<file path="config.mk">
export PLATFORM = sky130hd
export DESIGN_NAME = ltc2308_responder
export DESIGN_NICKNAME = d
export VERILOG_FILES = /design/src/rtl/ltc2308_responder.sv
export SDC_FILE = /design/constraint.sdc
export NUM_CORES = 1
export LEC_CHECK = 0
export BUFFER_PORTS_ARGS = -buffer_cell sky130_fd_sc_hd__buf_2
export CAP_MARGIN = 25
export CELL_PAD_IN_SITES_DETAIL_PLACEMENT = 2
export CELL_PAD_IN_SITES_GLOBAL_PLACEMENT = 2
export CORE_AREA = 3 3 96 98
export DETAILED_ROUTE_END_ITERATION = 10
export DIE_AREA = 0 0 99 101
export GPL_TIMING_DRIVEN = 0
export PLACE_DENSITY_LB_ADDON = 0.05
export SYNTH_ARGS = -nofsm -noshare
export SYNTH_HDL_FRONTEND = slang
export SYNTH_SLANG_ARGS = --single-unit
</file>
<file path="constraint.sdc">
create_clock -name clk -period 2.18 [get_ports clk]
set_input_delay 0.218 -clock clk [delete_from_list [all_inputs] [get_ports clk]]
set_output_delay 0.218 -clock clk [all_outputs]
set_load 0.05 [all_outputs]
</file>
<file path="src/rtl/ltc2308_responder.sv">
// LTC2308 serial-port responder: emulates the ADC end of the CONVST/SCK/SDI/SDO link,
// sourcing conversion results from an upstream request/valid sample provider.
module ltc2308_responder #(
  parameter int CONV_CYCLES = 8,
  parameter int DATA_W      = 12,
  parameter int CFG_W       = 6
) (
  input  logic              clk,
  input  logic              reset_n,
  input  logic              ADC_CONVST,
  input  logic              ADC_SCK,
  input  logic              ADC_SDI,
  output logic              ADC_SDO,
  output logic              samp_req,
  output logic [2:0]        samp_ch,
  output logic              samp_diff,
  input  logic [DATA_W-1:0] samp_data,
  input  logic              samp_valid,
  output logic [CFG_W-1:0]  cfg_word,
  output logic              frame_done,
  output logic              late_err
);

  localparam int CNT_W  = $clog2(CONV_CYCLES + 1);
  localparam int IDX_W  = (DATA_W > 1) ? $clog2(DATA_W) : 1;
  localparam int SCNT_W = $clog2(CFG_W + 1);
  localparam int SD_B   = CFG_W - 1;
  localparam int OS_B   = CFG_W - 2;
  localparam int S1_B   = CFG_W - 3;
  localparam int S0_B   = CFG_W - 4;
  localparam logic [CFG_W-1:0] CFG_RESET = CFG_W'(6'b100010);

  typedef enum logic [1:0] {IDLE, CONVERT, READY, SHIFT} state_t;

  state_t              state_q, state_d;
  logic [2:0]          convst_sync_q, sck_sync_q;
  logic [1:0]          sdi_sync_q;
  logic [CNT_W-1:0]    cnt_q, cnt_d;
  logic                captured_q, captured_d;
  logic [DATA_W-1:0]   result_q, result_d;
  logic [IDX_W-1:0]    idx_q, idx_d;
  logic [SCNT_W-1:0]   sdi_cnt_q, sdi_cnt_d;
  logic [CFG_W-1:0]    cfg_sr_q, cfg_sr_d;
  logic [CFG_W-1:0]    cfg_word_q, cfg_word_d;
  logic                cfg_pend_q, cfg_pend_d;
  logic                sdo_q, sdo_d;
  logic                samp_req_q, samp_req_d;
  logic [2:0]          samp_ch_q, samp_ch_d;
  logic                samp_diff_q, samp_diff_d;
  logic                frame_done_q, frame_done_d;
  logic                late_err_q, late_err_d;
  logic                conv_rise, sck_rise, sck_fall;
  logic                start, commit, cfg_fresh;

  assign conv_rise = convst_sync_q[1] & ~convst_sync_q[2];
  assign sck_rise  = sck_sync_q[1] & ~sck_sync_q[2];
  assign sck_fall  = ~sck_sync_q[1] & sck_sync_q[2];

  always_comb begin
    state_d      = state_q;
    cnt_d        = cnt_q;
    captured_d   = captured_q;
    result_d     = result_q;
    idx_d        = idx_q;
    sdi_cnt_d    = sdi_cnt_q;
    cfg_sr_d     = cfg_sr_q;
    cfg_word_d   = cfg_word_q;
    cfg_pend_d   = 1'b0;
    sdo_d        = sdo_q;
    samp_req_d   = 1'b0;
    samp_ch_d    = samp_ch_q;
    samp_diff_d  = samp_diff_q;
    frame_done_d = 1'b0;
    late_err_d   = 1'b0;
    start        = 1'b0;
    commit       = 1'b0;

    if (cfg_pend_q)
      cfg_word_d = cfg_sr_q;

    case (state_q)
      IDLE: begin
        sdo_d = 1'b0;
        if (conv_rise)
          start = 1'b1;
      end
      CONVERT: begin
        // A valid in the same cycle the counter sits at zero still counts as in time.
        if (cnt_q == '0) begin
          if (!captured_q) begin
            if (samp_valid) begin
              result_d = samp_data;
            end else begin
              result_d   = '0;
              late_err_d = 1'b1;
            end
          end
          state_d = READY;
        end else begin
          cnt_d = cnt_q - CNT_W'(1);
          if (samp_valid && !captured_q) begin
            result_d   = samp_data;
            captured_d = 1'b1;
          end
        end
      end
      READY: begin
        if (conv_rise) begin
          start = 1'b1;
        end else if (!convst_sync_q[1]) begin
          sdo_d     = result_q[DATA_W-1];
          idx_d     = IDX_W'(DATA_W - 1);
          sdi_cnt_d = '0;
          state_d   = SHIFT;
        end
      end
      SHIFT: begin
        if (conv_rise) begin
          start  = 1'b1;
          commit = (sdi_cnt_q == SCNT_W'(CFG_W));
        end else begin
          if (sck_rise && (sdi_cnt_q < SCNT_W'(CFG_W))) begin
            cfg_sr_d  = {cfg_sr_q[CFG_W-2:0], sdi_sync_q[1]};
            sdi_cnt_d = sdi_cnt_q + SCNT_W'(1);
          end
          if (sck_fall) begin
            if (idx_q == '0) begin
              sdo_d        = 1'b0;
              frame_done_d = 1'b1;
              cfg_pend_d   = (sdi_cnt_q == SCNT_W'(CFG_W));
              state_d      = IDLE;
            end else begin
              idx_d = idx_q - IDX_W'(1);
              sdo_d = result_q[idx_q - IDX_W'(1)];
            end
          end
        end
      end
      default: state_d = IDLE;
    endcase

    if (commit)
      cfg_word_d = cfg_sr_q;

    // A config committed this cycle (or still pending) must steer the new request.
    cfg_fresh = commit | cfg_pend_q;
    if (start) begin
      samp_ch_d   = cfg_fresh ? {cfg_sr_q[S1_B], cfg_sr_q[S0_B], cfg_sr_q[OS_B]}
                              : {cfg_word_q[S1_B], cfg_word_q[S0_B], cfg_word_q[OS_B]};
      samp_diff_d = cfg_fresh ? ~cfg_sr_q[SD_B] : ~cfg_word_q[SD_B];
      samp_req_d  = 1'b1;
      cnt_d       = CNT_W'(CONV_CYCLES);
      captured_d  = 1'b0;
      sdi_cnt_d   = '0;
      sdo_d       = 1'b0;
      state_d     = CONVERT;
    end
  end

  always_ff @(posedge clk) begin
    if (!reset_n) begin
      convst_sync_q <= '0;
      sck_sync_q    <= '0;
      sdi_sync_q    <= '0;
      state_q       <= IDLE;
      cnt_q         <= '0;
      captured_q    <= 1'b0;
      result_q      <= '0;
      idx_q         <= '0;
      sdi_cnt_q     <= '0;
      cfg_sr_q      <= '0;
      cfg_word_q    <= CFG_RESET;
      cfg_pend_q    <= 1'b0;
      sdo_q         <= 1'b0;
      samp_req_q    <= 1'b0;
      samp_ch_q     <= '0;
      samp_diff_q   <= 1'b0;
      frame_done_q  <= 1'b0;
      late_err_q    <= 1'b0;
    end else begin
      convst_sync_q <= {convst_sync_q[1:0], ADC_CONVST};
      sck_sync_q    <= {sck_sync_q[1:0], ADC_SCK};
      sdi_sync_q    <= {sdi_sync_q[0], ADC_SDI};
      state_q       <= state_d;
      cnt_q         <= cnt_d;
      captured_q    <= captured_d;
      result_q      <= result_d;
      idx_q         <= idx_d;
      sdi_cnt_q     <= sdi_cnt_d;
      cfg_sr_q      <= cfg_sr_d;
      cfg_word_q    <= cfg_word_d;
      cfg_pend_q    <= cfg_pend_d;
      sdo_q         <= sdo_d;
      samp_req_q    <= samp_req_d;
      samp_ch_q     <= samp_ch_d;
      samp_diff_q   <= samp_diff_d;
      frame_done_q  <= frame_done_d;
      late_err_q    <= late_err_d;
    end
  end

  assign ADC_SDO    = sdo_q;
  assign samp_req   = samp_req_q;
  assign samp_ch    = samp_ch_q;
  assign samp_diff  = samp_diff_q;
  assign cfg_word   = cfg_word_q;
  assign frame_done = frame_done_q;
  assign late_err   = late_err_q;

endmodule
</file>
==> flow_metrics.py <==
metrics = {
    "status": {
        "status": "complete, no violations",
    },
    "global_routing": {
        "gr-total-overflow": 0,
        "grtUsageTotal_pct": 13.04,
        "grt_pass1_vias": 2116,
        "grt_max_degree": 20,
        "antenna_found_initial": 0,
        "grt_pass1_wl_um": 10530,
    },
    "clocking": {
        "cts_buffer_depth": 2,
        "cts_buffers": 5,
        "insertion_delay_ns": 0.31,
        "cts_tree": "yes",
        "cts.sinks": 55,
        "postCtsHoldBufs": 0,
        "cts.clk_slew.worst_paths_ns": 0.11,
        "cts.htree.levels": 2,
        "root_buffer": "clkbuf_8",
    },
    "synthesis": {
        "synth-seq-cells": 55,
        "synthDistinctLibCells": 47,
        "yosys_warnings": 0,
        "syn_nets": 290,
        "synthCells": 263,
        "synth.largest_area_cell": "dfxtp_1",
        "synth_edf_count": 0,
        "synth_ff_type": "dfxtp_1",
        "postSynthAreaPerCell_um2": 9.505,
        "yosys-top-cells-area": "dfxtp_1, mux2i_1, ha_1",
        "synth.yosys.seq_area_share_pct": 44.04,
        "async_flop_share_pct": 0,
        "synth_top_area_share_pct": 44.04,
        "synth_area_um2": 2500,
    },
    "final_layout": {
        "syn_to_final_growth_pct": 16.87,
        "nets": 328,
        "post_route_cells_drive_above_1_share_pct": 19.21,
        "diodes": 0,
    },
    "worst_setup_path": {
        "reg2reg_from": "idx_q[0]",
        "end_kind": "flop",
        "path_class": "reg2reg",
        "arrival_ns": 2.26,
        "crit_fanout": 8,
        "cp_data_required_time_ns": 2.42,
        "crit_cells": 8,
        "startpoint": "idx_q[0]",
        "reg2reg_depth": 8,
        "slowest_stage": "or4b_1",
        "r2r-end": "ADC_SDO",
        "crit_buf_inv": 2,
        "rrSetupSlack_ns": 0.16,
        "startpoint_type": "flop",
        "path_cells": "buf_6 > inv_1 > ha_4 > mux4_1 > or4b_1 > a31oi_1 > a211oi_1 > nor3_1",
        "worst_path_largest_cell_delay_ns": 0.45,
        "crit_end": "ADC_SDO",
        "crit_family": "simple AND/OR/NAND/NOR gates",
    },
    "route": {
        "first_iter_violations": 47,
        "drc": 0,
        "ant_nets": 0,
        "wl_um": 6234,
        "vias": 2028,
        "post_drt_wl_per_cell_um": 15.20,
        "drt_first_pass_iters": 4,
        "viasPerCell": 4.946,
    },
    "timing": {
        "min_period_ns": 2.022,
        "setup_viol": 0,
        "slew_viol_final": 0,
        "worst_pin_slew_ns": 0.9158,
        "fmax_ghz": 0.4946,
        "final_hold_viol_count": 0,
        "relSlewSlack_pct": 38.54,
        "finClkSkew_ns": 0.008754,
        "finalSetupTns_ns": 0,
        "rsz0062_at_grt": "no",
        "timing.final.crit_share_pct": 92.75,
    },
    "power_and_ir_drop": {
        "powerDensity_nw_per_um2": 916.7,
        "vdd_drop_max_mv": 0.3441,
        "p_leak_nw": 1.257,
        "total_power_mw": 2.678,
    },
    "die": {
        "die_w_um": 99,
        "die_area_um2": 9999,
        "initial_utilization_pct": 29.24,
        "io_pins": 32,
        "fp-row-count": 34,
        "die_h_um": 101,
        "core_area_um2": 8551,
    },
    "run": {
        "max-cap-violations": 0,
    },
    "place": {
        "routabilityCongestion": 0.7531,
        "port_buffers": 30,
        "hpwl_um": 4640,
    },
    "hold_path": {
        "hp-class": "in2reg",
    },
}
## routing by layer
metal  vias to the layer above  track usage, %  part of all wire (%)
met5                         -               0                     0
met4                         0           2.836                  0.95
met3                         5           2.353                   2.7
met2                        23           21.38                    46
met1                      1002           17.93                    50
li1                        998               -                     -
## report_power, final
group	internal, mW	total [mW]	switching (mW)	leakage (nW)
sequential	1.10	1.17	0.0756	0.447
combinational	0.384	0.903	0.519	0.765
clock	0.235	0.604	0.369	0.0452
total	1.72	2.68	0.963	1.26
## final cells by class
class,count,area [µm²]
inverters,14,52.55
well taps,108,135.1
flip-flops and latches,55,1101
multi-input cells,178,1300
fillers,978,5629
repair buffers,31,157.7
plain buffers,16,81.33
clock inverters,3,25.02
clock buffers,5,68.82
## through the flow
stage	area (µm²)	utilization, %	hold slack (ns)	worst slack (ns)	std cells
final	2922	34.17	0.1005	0.1580	410
after global placement	2785	32.57	0.4134	0.05322	401
after CTS	2892	33.82	0.08911	0.03139	409
after global routing	2922	34.17	0.07514	0.009190	410
after floorplan	2500	-	0.2938	0.2998	263
after detailed placement	2785	32.57	0.4220	0.03350	401
## sequential cells by signal, summed over array words and instances (netlist names), 4 cells and up
register and cells:
result_q 12, cnt_q 4, cfg_sr_q 6, cfg_word 6, idx_q 4
## what timing repair did
action                     4_1_cts  5_1_grt
setup endpoints to repair        1       18
pin swaps                        0        2
resized for setup                1        8
setup buffers                    0        1
## worst register-to-register path: stages, from the launching register on
cell	delay [ns]
dfxtp_1	0.34
buf_6	0.13
inv_1	0.11
ha_4	0.28
mux4_1	0.22
or4b_1	0.45
a31oi_1	0.18
a211oi_1	0.08
nor3_1	0.16
## cells in the mapped netlist (all sizes together), types with 3 or more instances
| master | number |
|---|---|
| a211oi | 3 |
| nor2b | 14 |
| nand3 | 15 |
| ha | 9 |
| and2 | 9 |
| nor2 | 12 |
| nand4 | 4 |
| a22oi | 4 |
| nand2 | 27 |
| mux4 | 3 |
| dfxtp | 55 |
| and3 | 3 |
| o211a | 4 |
| xnor2 | 3 |
| inv | 14 |
| a21oi | 6 |
| a21boi | 13 |
| o21ai | 4 |
| buf | 4 |
| mux2i | 13 |
| clkbuf | 12 |
## worst min-delay path by stage
stage,from,endpoint,slack [ns],cells after the start
after global placement,convst_sync_q[0],convst_sync_q[1],0.41,1
after global routing,ADC_SDI,sdi_sync_q[0],0.08,2
final,ADC_SCK,sck_sync_q[0],0.10,2
after detailed placement,sck_sync_q[0],sck_sync_q[1],0.42,1
after CTS,ADC_SCK,sck_sync_q[0],0.09,2
after floorplan,samp_valid,late_err,0.29,1
## placed cells by master (no fill, tap or decap), types with 3 or more instances in the layout
cell type / count
a21boi_0: 13
a21oi_1: 6
a22oi_1: 3
and2_1: 9
and3_1: 3
buf_2: 32
clkbuf_1: 11
clkbuf_8: 5
dfxtp_1: 55
ha_1: 8
inv_1: 14
mux2i_1: 13
mux4_1: 3
nand2_1: 27
nand3_1: 15
nand4_1: 4
nor2_1: 11
nor2b_1: 14
o211a_1: 4
xnor2_1: 3
## logic make-up (layout without fill, tap and decap cells)
group / Yosys count / after routing / synth area share (%)
compound gates: 49 / 49 / 15.02
xor+xnor: 3 / 3 / 1.051
fa+ha+maj: 9 / 9 / 4.505
buf+inv: 30 / 69 / 5.205
flops: 55 / 55 / 44.04
mux: 18 / 18 / 9.259
simple gates: 99 / 99 / 20.92
Note: power is estimated with default switching activity, not from simulation.
